$ cat src/rtl/output_port_allocator.sv
// output_port_allocator: round-robin wormhole allocator for one router output; define WATCHDOG_EN to add a stall watchdog.
module output_port_allocator #(
    parameter int NUM_IN   = 5,
    parameter int CREDIT_W = 3,
    parameter int TIMEOUT  = 15
) (
    input  logic                clk,
    input  logic                rst,
    input  logic [NUM_IN-1:0]   req_i,
    input  logic [NUM_IN-1:0]   head_i,
    input  logic [NUM_IN-1:0]   tail_i,
    input  logic [CREDIT_W-1:0] credit_i,
    output logic [NUM_IN-1:0]   grant_o,
    output logic [NUM_IN-1:0]   send_o,
    output logic                counter_minus_o,
    output logic                busy_o,
    output logic                timeout_o
);
    typedef enum logic {IDLE, LOCKED} state_t;
    state_t state;
    // rr_ptr is kept one-hot so release is a rotate of the owner's grant
    logic [NUM_IN-1:0] rr_ptr;
    logic [NUM_IN-1:0] elig;
    logic [NUM_IN-1:0] upper;
    logic [NUM_IN-1:0] pick;
    logic credit_ok;
    logic tail_sent;
    logic wd_fire;

    assign credit_ok       = |credit_i;
    assign elig            = (state == IDLE && credit_ok) ? req_i & head_i : '0;
    assign upper           = elig & ~(rr_ptr - NUM_IN'(1));
    assign pick            = (|upper) ? upper & (~upper + NUM_IN'(1)) : elig & (~elig + NUM_IN'(1));
    assign send_o          = (state == LOCKED && !rst && credit_ok) ? grant_o & req_i : '0;
    assign counter_minus_o = |send_o;
    assign tail_sent       = |(send_o & tail_i);

`ifdef WATCHDOG_EN
    localparam int WD_W = $clog2(TIMEOUT + 1);
    logic [WD_W-1:0] wd_cnt;
    assign wd_fire = state == LOCKED && !counter_minus_o && wd_cnt == WD_W'(TIMEOUT - 1);
`else
    assign wd_fire   = 1'b0;
    assign timeout_o = 1'b0;
`endif

    always_ff @(posedge clk or posedge rst) begin
        if (rst) begin
            state   <= IDLE;
            grant_o <= '0;
            busy_o  <= 1'b0;
            rr_ptr  <= NUM_IN'(1);
`ifdef WATCHDOG_EN
            wd_cnt    <= '0;
            timeout_o <= 1'b0;
`endif
        end else begin
`ifdef WATCHDOG_EN
            timeout_o <= wd_fire;
            wd_cnt    <= (state == LOCKED && !counter_minus_o && !wd_fire) ? wd_cnt + WD_W'(1) : '0;
`endif
            if (state == IDLE) begin
                if (|pick) begin
                    state   <= LOCKED;
                    grant_o <= pick;
                    busy_o  <= 1'b1;
                end
            end else if (tail_sent || wd_fire) begin
                state   <= IDLE;
                grant_o <= '0;
                busy_o  <= 1'b0;
                rr_ptr  <= {grant_o[NUM_IN-2:0], grant_o[NUM_IN-1]};
            end
        end
    end
endmodule

$ cat config.mk
export PLATFORM = sky130hd
export DESIGN_NAME = output_port_allocator
export DESIGN_NICKNAME = d
export VERILOG_FILES = /design/src/rtl/output_port_allocator.sv
export SDC_FILE = /design/constraint.sdc
export NUM_CORES = 1
export LEC_CHECK = 0
export BUFFER_PORTS_ARGS = -buffer_cell sky130_fd_sc_hd__buf_2
export CAP_MARGIN = 30
export CORE_MARGIN = 2
export CORE_UTILIZATION = 43
export DETAILED_ROUTE_END_ITERATION = 12
export PLACE_DENSITY = 0.73
export SYNTH_ARGS = -nofsm -noshare
export SYNTH_HDL_FRONTEND = slang
export SYNTH_SLANG_ARGS = --single-unit
$ cat constraint.sdc
create_clock -name clk -period 2.4 [get_ports clk]
set_clock_uncertainty 0.2 [all_clocks]
set_input_delay 0.12 -clock clk [delete_from_list [all_inputs] [get_ports clk]]
set_output_delay 0.12 -clock clk [all_outputs]
set_load 0.05 [all_outputs]
==> flow_metrics.env, run 1 <==
export IMPL_status="finished, final reports clean"
export IMPL_dp_hpwl_mm=1.82
export IMPL_dieArea_um2=2460
export IMPL_clock_sinks=12
export IMPL_syn_num_nets=124
export IMPL_ys_seq_elements=12
export IMPL_htree_levels=1
export IMPL_regArea_um2=302
export IMPL_vias=920
export IMPL_start_util=0.455
export IMPL_vias_per_cell=5.51
export IMPL_syn_to_final_growth_pct=33.0
export IMPL_diodes=0
export IMPL_syn_mean_instance_area_um2=8.66
export IMPL_hold_viol=0
export IMPL_syn_cell_area_um2=892
export IMPL_dpl_cell_count=161
export IMPL_final_area_um2=1190
export IMPL_yosys_warnings=0
export IMPL_clk_pin_slew_ps=70
export IMPL_wl_mm=2.33
export IMPL_setup_violations_final=0
export IMPL_grt_use_total=0.205
export IMPL_cp_start_kind="flip-flop"
export IMPL_tightest_slew_ps=525
export IMPL_p_total_mw=1.54
export IMPL_synth_ff_type="dfrtp_1"
export IMPL_max_freq_ghz=0.422
export IMPL_setup_tns_ps=0
export IMPL_cts_inserted_buffers=3
export IMPL_die_w_um=49.6
export IMPL_clockRootBuffer="clkbuf_4"
export IMPL_drive_gt1_frac=0.414
export IMPL_rsz0062_at_grt="yes"
export IMPL_post_route_period_util=0.987
export IMPL_wl_per_cell_um=14.0
export IMPL_antenna_found_initial=0
export IMPL_ios=33
export IMPL_synth_cell_types=41
export IMPL_gp_congestion=0.821
export IMPL_final_common_cell="buf_2"
export IMPL_ant_nets=0
export IMPL_drv_slew=0
export IMPL_final_cells=167
export IMPL_drc_errors=0
export IMPL_required_ps=2370
export IMPL_seq_area_frac_synth=0.338
export IMPL_vdd_ir_drop_max_mv=0.731
export IMPL_grt_pass1_vias=853
export IMPL_fin_nets=162
export IMPL_p_per_area_nw_per_um2=1300
export IMPL_grt_max_degree=13
export IMPL_crit_type="flip-flop to flip-flop"
export IMPL_synthArstFlopShare=1.00
export IMPL_first_pass_iters=4
export IMPL_clockBufferDepth=2
export IMPL_layout_common_cells="buf_2, nand2_1, dfrtp_1"
export IMPL_port_buffers=31
export IMPL_synthCells=103
export IMPL_synth_edf_count=0
export IMPL_placed_cell_area_um2=1080
export IMPL_cts_tree="built"
export IMPL_hold_path_class="primary input to flip-flop"
export IMPL_worstSetupEndpointType="flip-flop"
export IMPL_core_um2=1960
export IMPL_leakagePower_nw=0.564
export IMPL_clk_latency_ps=270
export IMPL_multi_input_area_um2=616
export IMPL_grt_first_pass_wirelength_mm=3.81
export IMPL_max_cap_viol_count=0
export IMPL_relSlewSlack=0.646
export IMPL_crit_path_max_fanout=5
export IMPL_first_iter_violations=27
export IMPL_grt_ovfl_total=0
export IMPL_nFillCells=175
export IMPL_die_y_um=49.6
export IMPL_arrival_ps=2340
export IMPL_rows=16
export IMPL_timing_final_crit_period_ps=2370
sequential cells by signal, indices dropped and copies added (netlist names):
name     count
grant_o      5
state        1
busy_o       1
rr_ptr       5
synthesized netlist by cell type (2+ instances only):
cell type,number,area [um^2]
nor3_2,2,20.0
and3_1,2,12.5
xnor2_1,2,17.5
a41o_1,2,20.0
mux2_2,5,56.3
inv_1,3,11.3
a31oi_1,3,18.8
o32ai_1,2,17.5
nand2_1,15,56.3
a21oi_1,3,15.0
o21ai_0,2,10.0
nor2_1,8,30.0
and2_1,5,31.3
o21ai_1,2,10.0
dfrtp_1,11,275
a21o_1,2,15.0
nand3_1,9,45.0
nor3_1,2,10.0
cells by family (layout without fill, tap and decap cells):
kind of cell	count (synthesis)	after routing	synth area share
mux	5	5	0.0631
other cells	1	1	0.00420
compound gates	23	23	0.208
buf+inv	5	42	0.0266
fa+ha+maj	1	1	0.0140
xor+xnor	3	3	0.0295
flops	12	12	0.338
simple gates	53	53	0.317
layer usage:
metal	track usage	vias to the layer above	wire length, um
met4	0.102	0	59
met3	0.0242	7	114
met1	0.279	425	1070
met2	0.320	35	1090
li1	-	453	-
met5	0	-	0
worst paths after layout:
kind                                            start                endpoint  slack [ps]  depth (start not counted)
min in group asynchronous                         rst         state$_DFF_PP0_         210                          4
worst min register to register     busy_o$_DFFE_PP0P_      busy_o$_DFFE_PP0P_         280                          1
worst max register to register  rr_ptr[0]$_DFFE_PP1P_         state$_DFF_PP0_          30                          8
max in group asynchronous                         rst   rr_ptr[0]$_DFFE_PP1P_        1560                          4
worst max-delay path            rr_ptr[0]$_DFFE_PP1P_         state$_DFF_PP0_          30                          8
worst min-delay path                        head_i[2]  grant_o[2]$_DFFE_PP0P_          90                          4
worst max-delay path, stage by stage, from the launching register on:
cell and delay [ps]:
dfstp_2 540, inv_2 40, ha_4 150, nor3b_4 150
xnor2_2 160, a32o_2 310, a221oi_4 340, nand3b_4 160
o21a_1 210
report_power, final:
part	total [mW]	internal, mW	switching, mW
combinational	0.983	0.403	0.581
clock	0.159	0.0923	0.0663
sequential	0.398	0.293	0.105
what timing repair did:
| item | 4_1_cts | 5_1_grt |
|---|---|---|
| hold buffers | 1 | 0 |
| gates resized for setup | 3 | 6 |
| setup endpoints to repair | 3 | 6 |
| endpoints found under the hold margin | 12 | 0 |
| buffers inserted | 0 | 1 |
| pin swaps | 0 | 5 |
stage by stage:
step                utilization  setup WS [ps]  hold slack [ps]
floorplan                     -            124             -208
global placement          0.552           24.9            -62.6
detailed placement        0.552          -59.1            -50.9
CTS                       0.588           15.9             79.8
global route              0.605          -48.1              114
finish                    0.605           32.1             85.8
cell type report:
class                      instances  area share
clock buffer                       4      0.0306
inverter                           3     0.00949
sequential                        12       0.254
timing repair buffer              35       0.158
tap                               27      0.0285
multi-input combinational         86       0.519
No activity file was read; power rests on OpenSTA's default activity.
==> run 2, diff against run 1 <==
--- a/config.mk
+++ b/config.mk
@@ -10,7 +10,7 @@
 export CORE_MARGIN = 2
 export CORE_UTILIZATION = 43
 export DETAILED_ROUTE_END_ITERATION = 12
-export PLACE_DENSITY = 0.73
+export PLACE_DENSITY = 0.76
 export SYNTH_ARGS = -nofsm -noshare
 export SYNTH_HDL_FRONTEND = slang
 export SYNTH_SLANG_ARGS = --single-unit
==> flow_metrics.env, run 2 (synthesized netlist as in run 1, its figures left out) <==
export IMPL_status="finished, final reports clean"
export IMPL_syn_to_final_growth_pct=33.5
export IMPL_rsz0062_at_grt="yes"
export IMPL_combPwrFrac=0.631
export IMPL_crit_buf_inv=1
export IMPL_clockBufferDepth=2
export IMPL_fin_util=0.607
export IMPL_cp_start_kind="flip-flop"
export IMPL_dpl_cell_count=161
export IMPL_clk_latency_ps=280
export IMPL_die_y_um=49.6
export IMPL_grt_pass1_vias=898
export IMPL_required_ps=2380
export IMPL_worstSetupEndpointType="flip-flop"
export IMPL_reg2reg_slack_ps=40
export IMPL_critPathCapture="grant_o[1]$_DFFE_PP0P_"
export IMPL_gp_congestion=0.839
export IMPL_top_regs="grant_o: 5 flops, rr_ptr: 5 flops"
export IMPL_relSlewSlack=0.660
export IMPL_first_iter_violations=19
export IMPL_cts_inserted_buffers=3
export IMPL_crit_type="flip-flop to flip-flop"
export IMPL_reg2reg_to="grant_o[1]$_DFFE_PP0P_"
export IMPL_crit_start="rr_ptr[0]$_DFFE_PP1P_"
export IMPL_wl_mm=2.50
export IMPL_pwr_share_seq=0.265
export IMPL_post_route_period_util=0.981
export IMPL_cpMaxStageDelayCell="dfstp_2"
export IMPL_setup_violations_final=0
export IMPL_final_cells=167
export IMPL_p_sw_mw=0.756
export IMPL_drive_gt1_frac=0.414
export IMPL_grt_ovfl_total=0
export IMPL_diodes=0
export IMPL_clockRootBuffer="clkbuf_4"
export IMPL_sw_frac_of_total=0.494
export IMPL_leakagePower_nw=0.565
export IMPL_hold_path_class="primary input to flip-flop"
export IMPL_die_w_um=49.6
export IMPL_ios=33
export IMPL_hold_viol=0
export IMPL_first_pass_iters=4
export IMPL_arrival_ps=2340
export IMPL_vdd_ir_drop_max_mv=0.705
export IMPL_cp_slowest_stage_delay_ps=540
export IMPL_clock_sinks=12
export IMPL_max_freq_ghz=0.425
export IMPL_max_cap_viol_count=0
export IMPL_start_util=0.455
export IMPL_whs_ps=85.9
export IMPL_timing_final_crit_period_ps=2360
export IMPL_rows=16
export IMPL_wl_per_cell_um=14.9
export IMPL_placed_cell_area_um2=1080
export IMPL_antenna_found_initial=0
export IMPL_htree_levels=1
export IMPL_clk_pin_slew_ps=70
export IMPL_grt_use_total=0.220
export IMPL_dp_hpwl_mm=1.99
export IMPL_cts_tree="built"
export IMPL_core_um2=1960
export IMPL_tightest_slew_ps=504
export IMPL_port_buffers=31
export IMPL_layout_common_cells="buf_2, nand2_1, dfrtp_1"
export IMPL_cp_depth=8
export IMPL_vias=939
export IMPL_crit_path_max_fanout=4
export IMPL_dieArea_um2=2460
export IMPL_p_int_mw=0.773
export IMPL_p_total_mw=1.53
export IMPL_worstRegToRegCells=8
export IMPL_final_common_cell="buf_2"
export IMPL_drc_errors=0
export IMPL_final_area_um2=1190
export IMPL_grt_first_pass_wirelength_mm=4.07
export IMPL_r2r_start="rr_ptr[0]$_DFFE_PP1P_"
export IMPL_grt_max_degree=13
export IMPL_crit_chain="inv_2 > ha_4 > nor3b_4 > xnor2_2 > a32o_2 > a221oi_4 > nand3_1 > o31ai_1"
export IMPL_p_per_area_nw_per_um2=1280
export IMPL_drv_slew=0
export IMPL_vias_per_cell=5.62
export IMPL_power_share_clock=0.104
export IMPL_fin_nets=162
export IMPL_ant_nets=0
export IMPL_crit_family="compound AO/OA/AOI/OAI gates"
-- run 2: cell counts in the layout (fill, tap and decap cells not counted) --
No cell type changed its count.
-- run 2: layout make-up --
type | count | area, um^2
Clock buffer | 4 | 36.3
Inverter | 3 | 11.3
Timing Repair Buffer | 35 | 188
Tap cell | 27 | 33.8
Fill cell | 188 | 771
Sequential cell | 12 | 302
Multi-Input combinational cell | 86 | 621
-- run 2: layer usage --
metal  track usage  up-vias  routed length [um]
li1              -      452                   -
met1         0.286      445                 989
met2         0.356       33                1280
met3        0.0333        9                 141
met4         0.106        0                  80
met5             0        -                   0
-- run 2: worst min-delay path, delay by kind of cell --
kind | cells | cell delay (ps)
buffers and inverters | 1 | 80
and+or+nand+nor | 1 | 130
AOI/OAI and AO/OA | 2 | 190
-- run 2: worst min path at each step --
stage                              to  slack [ps]       from  depth (start not counted)
2_1_floorplan      busy_o$_DFFE_PP0P_        -210        rst                          1
3_3_place_gp   grant_o[4]$_DFFE_PP0P_         -60        rst                          3
3_5_place_dp   grant_o[0]$_DFFE_PP0P_         -60        rst                          3
4_1_cts        grant_o[2]$_DFFE_PP0P_          80  head_i[2]                          4
5_1_grt        grant_o[3]$_DFFE_PP0P_         110  head_i[3]                          4
6_report       grant_o[2]$_DFFE_PP0P_          90  head_i[2]                          4
-- run 2: per-stage QoR --
step / setup slack [ps] / setup TNS (ps)
floorplan: 124 / 0
finish: 44.5 / 0
global placement: 54.2 / 0
detailed placement: -47.6 / -106
global route: -34.6 / -59.8
CTS: 9.81 / 0
-- run 2: what timing repair did --
item,4_1_cts,5_1_grt
cloned,0,0
pin swaps,0,7
endpoints found under the setup margin,4,6
setup buffers,0,1
hold endpoints to repair,12,0
hold buffers,1,0
gates resized for setup,3,6
-- run 2: power groups by stage --
stage | clock (mW) | combinational [mW] | sequential, mW
5_1_grt | 0.175 | 1.03 | 0.418
3_5_place_dp | 0 | 0.836 | 0.397
6_report | 0.159 | 0.965 | 0.406
3_3_place_gp | 0 | 0.809 | 0.394
4_1_cts | 0.165 | 0.883 | 0.397
2_1_floorplan | 0 | 0.501 | 0.521
